--- config.mk ---
export PLATFORM = sky130hd
export DESIGN_NAME = regfile_rdseq
export DESIGN_NICKNAME = d
export VERILOG_FILES = /design/src/rtl/regfile_rdseq.sv
export SDC_FILE = /design/constraint.sdc
export NUM_CORES = 1
export LEC_CHECK = 0
export ABC_CLOCK_PERIOD_IN_PS = 8200
export CORE_UTILIZATION = 46
export CTS_CLUSTER_DIAMETER = 80
export DETAILED_ROUTE_END_ITERATION = 10
export HOLD_SLACK_MARGIN = 0.1
export PLACE_DENSITY = 0.82
export SLEW_MARGIN = 20
export SYNTH_ARGS = -nofsm -noshare
export SYNTH_HDL_FRONTEND = slang
export SYNTH_SLANG_ARGS = --single-unit
--- constraint.sdc ---
create_clock -name clk -period 8.2 [get_ports clk]
set_input_delay 1.64 -clock clk [delete_from_list [all_inputs] [get_ports clk]]
set_output_delay 1.64 -clock clk [all_outputs]
set_load 0.05 [all_outputs]
--- src/rtl/regfile_rdseq.sv ---
// Eight-entry register bank with a two-operand read sequencer driving an external mux8.
// Optional build macro REGFILE_RDSEQ_FWD_EN: operand latches take same-cycle write data.
module regfile_rdseq #(
    parameter int            DW      = 16,
    parameter logic [DW-1:0] RST_VAL = '0
) (
    input  logic          clk,
    input  logic          rst,
    input  logic          start,
    input  logic [2:0]    ra,
    input  logic [2:0]    rb,
    input  logic          wr_en,
    input  logic [2:0]    wr_addr,
    input  logic [DW-1:0] wr_data,
    input  logic [DW-1:0] mux_op,
    output logic [DW-1:0] r0,
    output logic [DW-1:0] r1,
    output logic [DW-1:0] r2,
    output logic [DW-1:0] r3,
    output logic [DW-1:0] r4,
    output logic [DW-1:0] r5,
    output logic [DW-1:0] r6,
    output logic [DW-1:0] r7,
    output logic [2:0]    sel,
    output logic [DW-1:0] a_out,
    output logic [DW-1:0] b_out,
    output logic          busy,
    output logic          done
);

    // state | meaning
    // IDLE  | waiting for start; sel holds its last value
    // RD_A  | sel points at operand A; a_out captures at the edge
    // RD_B  | sel points at operand B; b_out captures at the edge
    // DONE  | done pulse cycle; start ignored
    typedef enum logic [1:0] {
        IDLE = 2'd0,
        RD_A = 2'd1,
        RD_B = 2'd2,
        DONE = 2'd3
    } state_t;

    state_t        state;
    logic [2:0]    rb_q;
    logic [DW-1:0] regs [8];
    logic [DW-1:0] operand;

    always_ff @(posedge clk or posedge rst) begin
        if (rst) begin
            for (int i = 0; i < 8; i++) begin
                regs[i] <= RST_VAL;
            end
        end else if (wr_en) begin
            regs[wr_addr] <= wr_data;
        end
    end

    assign r0 = regs[0];
    assign r1 = regs[1];
    assign r2 = regs[2];
    assign r3 = regs[3];
    assign r4 = regs[4];
    assign r5 = regs[5];
    assign r6 = regs[6];
    assign r7 = regs[7];

`ifdef REGFILE_RDSEQ_FWD_EN
    // sel names the register being read, so a matching write is forwarded
    assign operand = (wr_en && (wr_addr == sel)) ? wr_data : mux_op;
`else
    assign operand = mux_op;
`endif

    always_ff @(posedge clk or posedge rst) begin
        if (rst) begin
            state <= IDLE;
            sel   <= '0;
            rb_q  <= '0;
            a_out <= '0;
            b_out <= '0;
            busy  <= 1'b0;
            done  <= 1'b0;
        end else begin
            case (state)
                IDLE: begin
                    if (start) begin
                        rb_q  <= rb;
                        sel   <= ra;
                        busy  <= 1'b1;
                        state <= RD_A;
                    end
                end
                RD_A: begin
                    a_out <= operand;
                    sel   <= rb_q;
                    state <= RD_B;
                end
                RD_B: begin
                    b_out <= operand;
                    busy  <= 1'b0;
                    done  <= 1'b1;
                    state <= DONE;
                end
                DONE: begin
                    done  <= 1'b0;
                    state <= IDLE;
                end
                default: begin
                    state <= IDLE;
                end
            endcase
        end
    end

endmodule
==> results.yml <==
sta:
  setup_tns_ps: 0
  post-route-min-period_ps: 3432
  maxSlewViolCount: 0
  final-hold-violation-count: 0
  timing.final.ws_setup_ps: 4768
  setup_viol: 0
  relSlewSlack_pct: 30.80
  rsz0062_at_grt: "false"
  period_share_pct: 41.85
  clock_skew_ps: 7.422
  fmax_mhz: 291.4
  max_slew.worst_pin.slew_ps: 1035
synth:
  ys_ff_latch: 170
  syn-num-nets: 446
  synth_xor_area_share_pct: 0
  synthFlopType: "dfrtp_1"
  synth_seq_area_share_pct: 64.59
  synth_top_cell_area_share_pct: 64.59
  synthMuxAreaShare_pct: 28.19
  yosys-top-cells-count: "dfrtp_1 (170), mux2_2 (164), ha_1 (6), nand3_1 (6)"
  synth_fa_ha_area_share_pct: 1.140
  syn_avg_cell_area_um2: 16.67
  synth_top_family_by_area: "multiplexers"
  synth_top_area_cell: "dfrtp_1"
  synth_cells: 395
  syn_area_um2: 6586
  ys_types: 26
  synth_compound_area_share_pct: 0.3799
  synth_edf_count: 0
  yosysMostFrequentCell: "dfrtp_1"
  yosys_warnings: 0
  synth_simple_gate_area_share_pct: 3.780
  synth_area_leaders: "dfrtp_1 (65%), mux2_2 (28%), ha_1 (1.1%)"
  async_flop_share_pct: 100.0
cts:
  path_clk_slew_ps: 60
  numCtsBuffers: 17
  cts.sinks: 170
  cts-hold-fix-buffers: 0
  cts_root_buf: "clkbuf_16"
  cts_max_level: 4
  cts_tree: "built"
  insertion_delay_ps: 420
  post_cts_buffers: 0
  clock_path_buffers: 2
  cts_resized: 0
worst_setup_path:
  critPathRequiredTime_ps: 8500
  end_kind: "flop"
  startpoint_type: "input port"
  critical_path_class: "input port to flop"
  cp_cell_sequence: "clkdlybuf4s50_1 > nor3b_4 > mux2_2"
  r2r-end: "sel[1]$_DFFE_PP0P_"
  crit_arrival_ps: 3730
  startpoint: "wr_addr[1]"
  regToRegSetupSlack_ps: 6210
  reg2reg_depth: 5
  crit_slowest_cell: "nor3b_4"
  path_delay_family: "simple AND/OR/NAND/NOR gates"
  crit_buf_inv: 1
  r2r-start: "state[1]$_DFFE_PP0P_"
  crit_fanout: 16
  critPathMaxStageDelay_ps: 890
power:
  powerDensity_nw_per_um2: 399.6
  irDropWorstVdd_v: 0.0001749
  p_leak_nw: 3.949
  total_power_mw: 3.732
floorplan:
  core_um2: 13930
  die_h_um: 121.7
  rows: 43
  initial_core_util_pct: 47.27
  io_pins: 210
  die_x_um: 121.7
  die-area_um2: 14800
placed_design:
  gp_congestion: 0.7785
  dpl-instance-area_um2: 8801
  place_ws_ps: 4333
  numPlacedInstances: 768
  numPortBuffers: 209
  dpl.hpwl_um: 11110
run_status:
  outcome: "completed"
detailed_routing:
  drc_errors: 0
  avgRoutedWirePerCell_um: 19.52
  dr.pass1.iters: 4
  routed_wl_um: 15610
  first_iter_violations: 150
  ant_nets: 0
  vias: 4083
  post_drt_via_cell_ratio: 5.104
flow_run:
  maxCapViolations: 0
cells_and_area:
  drive_above_1_share_pct: 32.90
  design_area_um2: 9338
  final_cells: 800
  diodes: 0
  syn_to_final_growth_pct: 41.77
  nets: 658
  filler_cell_count: 974
global_routing:
  grt_usage_pct: 22.38
  antenna_found_initial: 0
  grt_pass1_vias: 4464
  gr-total-overflow: 0
  grt_pass1_wl_um: 24560
  grt_max_degree: 103
min_path:
  hold_path_depth: 1
  hold_class: "flop to flop"
  hp-start: "r3[14]$_DFFE_PP0P_"
  worstHoldEndpoint: "r3[14]$_DFFE_PP0P_"
==> placed cells by master, fill, tap and decap left out, types with 2 or more instances in the layout <==
master	synthesis	routed
ha_1	6	6
nor3_4	2	2
inv_1	3	2
clkdlybuf4s50_1	0	209
clkbuf_16	0	17
inv_6	0	2
nor2b_1	2	2
nand3_1	6	6
clkinv_2	0	6
nand4b_1	2	2
mux2_2	164	164
dfrtp_1	170	170
nor3b_4	2	2
clkbuf_1	3	3
a21oi_1	2	2
nand2_1	4	4
nor2_1	3	3
nand4b_2	3	3
clkinvlp_4	0	3
o21ai_0	3	3
==> cell families after synthesis <==
family / after synthesis
muxes: 165
and+or+nand+nor: 29
buffers and inverters: 20
DFF: 170
AOI/OAI and AO/OA: 5
adders and majority gates: 6
==> per-stage QoR <==
| step | utilization, % | hold slack [ps] |
|---|---|---|
| after global placement | 63.16 | 485.3 |
| after detailed placement | 63.16 | 491.1 |
| after floorplan | - | 477.1 |
| final | 67.01 | 502.9 |
| after CTS | 67.01 | 505.3 |
| after global routing | 67.01 | 516.2 |
==> flip-flops by register name, summed over array words and instances (netlist names), 16 cells and up <==
| signal | count |
|---|---|
| a_out | 16 |
| r6 | 16 |
| b_out | 16 |
| r3 | 16 |
| r7 | 16 |
| r2 | 16 |
| r4 | 16 |
| r1 | 16 |
| r0 | 16 |
| r5 | 16 |
==> worst max-delay path by stage <==
stage	to	slack (ps)	cells past startpoint
global route	r4[9]$_DFFE_PP0P_	4660	3
detailed placement	r2[12]$_DFFE_PP0P_	4330	3
global placement	r2[2]$_DFFE_PP0P_	4420	3
finish	r2[9]$_DFFE_PP0P_	4770	3
CTS	r2[5]$_DFFE_PP0P_	4780	3
floorplan	a_out[0]$_DFFE_PP0P_	1960	1
==> power breakdown <==
part	total (mW)	switching, mW	internal [mW]
registers	1.22	0.136	1.09
clock network	0.727	0.312	0.415
logic	1.78	1.14	0.644
total	3.73	1.59	2.15
==> layout make-up <==
type / count / area, um^2 / share of cell area (%)
Clock buffer: 20 / 436.7 / 4.676
Multi-Input combinational cell: 205 / 2206 / 23.62
Inverter: 3 / 16.27 / 0.1742
Sequential cell: 170 / 4254 / 45.56
Timing Repair Buffer: 210 / 2100 / 22.48
Tap cell: 180 / 225.2 / 2.412
Clock inverter: 12 / 100.1 / 1.072
==> routing by layer <==
| metal | vias up | track usage, % | wire, um |
|---|---|---|---|
| li1 | 1831 | - | - |
| met1 | 2111 | 25.71 | 6146 |
| met2 | 119 | 38.78 | 8341 |
| met3 | 22 | 6.320 | 785 |
| met4 | 0 | 9.954 | 340 |
| met5 | - | 0 | 0 |
Power figures use the tool's default switching activity.
==> patch: new RTL, same flow settings <==
Build with the macro `REGFILE_RDSEQ_FWD_EN` defined.
--- a/src/rtl/regfile_rdseq.sv
+++ b/src/rtl/regfile_rdseq.sv
@@ -2,2 +2,4 @@
 // Optional build macro REGFILE_RDSEQ_FWD_EN: operand latches take same-cycle write data.
+`define REGFILE_RDSEQ_FWD_EN
+
 module regfile_rdseq #(
Check against the original RTL: not equivalent (a bounded check fails within 4 cycles, from zero or initial values and one cycle with rst high).
==> patch against the original RTL <==
  * Cell area grew 4.6%
  * Critical path type unchanged
  * Non-clock buffer count up 4
  * Sequential cell count unchanged
  * Utilization down 2.7 points
  * Routed wire length rose by 19%
  * Power increased by 3.5%
  * Area after synthesis increased by 8.5%
  * Count of clock-buffer cells in the layout stayed put
  * Hold slack improved by 0.0020 ns
  * Worst setup slack worse by 0.41 ns
  * Via count rose by 23%
==> patch: results (changes against the original RTL) <==
[clock_network]
cts_setup_buffers=0  ; unchanged
cts_root_buf=clkbuf_16
cts_buffer_depth=2  ; unchanged
cts-resized-gates=0  ; unchanged
htree_levels=4  ; unchanged
clk_pin_slew_worst_paths_ns=0.06  ; about the same
clk_latency_ns=0.42  ; about the same
cts_buffers=17  ; unchanged

[yosys]
ys.flop_type=dfrtp_1
syn-num-nets=540  ; +21%
synthTopCellsByArea=dfrtp_1 60%, mux2_2 20%, a31oi_1 2.8%, or4_4 2.0%, o41ai_1 2.0%
ys_types=37  ; +42%
ys_top_cells_by_count=170 x dfrtp_1, 128 x mux2_2, 36 x nor2_1, 32 x a31oi_1, 19 x nand2_1
yosys_warnings=0  ; unchanged
yosysSeqAreaShare_pct=59.6  ; -5.0 points

[setup_path]
cp_max_fo=23  ; +7
crit_arrival_ns=4.09  ; +0.36 ns

[finish]
drive_above_1_share_pct=27.1  ; -5.8 points
num-nets-final=741  ; +13%
insertedDiodeCount=0  ; unchanged

[grt]
grt_pass1_vias=5276  ; +18%
antenna_found_initial=0  ; unchanged
grt_max_degree=91  ; -12%
grt_first_pass_wirelength_um=29500  ; +20%
grt_use_total_pct=24.3  ; +2.0 points

[route]
vias=5038  ; +23%
firstDrtPassIters=5  ; +1
wl_um=18500  ; +19%
drtIter0Drc=360  ; +140%

[place]
portBuffers=209  ; unchanged
gp_congestion=0.789  ; +1.4%
place_ws_ns=3.93  ; -0.400 ns
hpwlAfterDp_um=12700  ; +14%
place_area_um2=9200  ; +4.5%

[status]
status=complete, no violations

[sta]
slew_headroom_pct=35.6  ; +4.8 points
skew_ns=0.00424  ; -0.00319 ns

[power]
p_leak_nw=4.05  ; +2.5%
ir_worst_vdd_mv=0.201  ; +15%

[min_path]
hold_class=register to register

patch: where the power goes:
part           internal (mW)  total (mW)  switching [mW]
Combinational          0.620        1.87            1.25
Sequential              1.08        1.23           0.149
Clock                  0.430       0.763           0.333
patch: cells by family (layout without fill, tap and decap cells):
group                    Yosys count  after routing  synth area share [%]
AO/OA/AOI/OAI                     57             57                  5.66
multiplexers                     132            132                  20.8
adder cells (fa/ha/maj)            4              4                 0.701
AND/OR/NAND/NOR                   88             88                  7.65
buffers and inverters             37            251                  4.64
XOR/XNOR                           3              3                 0.998
flip-flops                       170            170                  59.6
patch: metrics by stage:
stage | cells | utilization (%) | hold slack, ns
global route | 893 | 64.3 | 0.521
floorplan | 491 | - | 0.473
detailed placement | 861 | 60.5 | 0.489
finish | 893 | 64.3 | 0.505
CTS | 893 | 64.2 | 0.503
global placement | 861 | 60.5 | 0.470
patch: worst max-delay path, stage by stage:
cell and delay, ns:
clkdlybuf4s50_1 1.10, inv_1 0.51, o41ai_1 0.64, a31oi_1 0.18
patch: worst paths after layout:
path                            startpoint  cells after the start  endpoint  slack [ns]
min in group asynchronous              rst                      2     r4[6]        1.75
worst max-delay path                 wr_en                      4  b_out[3]        4.36
worst max register to register    state[1]                      4    sel[1]        6.41
worst min-delay path                r5[13]                      1    r5[13]        0.50
max in group asynchronous              rst                      3     r7[4]        5.21
worst min register to register      r5[13]                      1    r5[13]        0.50
patch: final cells by class:
class	count	area [µm²]
flip-flops and latches	170	4250
multi-input cells	284	2560
clock inverters	12	115
well taps	188	235
inverters	5	23.8
repair buffers	214	2130
clock buffers	20	447
fillers	1108	5430
patch: per-layer routing:
layer  global-route usage [%]  wire length (µm)  share of wire, %
met1                     30.1              7570                41
met2                     40.3              9020                49
met5                        0                 0                 0
met3                     6.58              1370               7.4
met4                     10.6               550               3.0
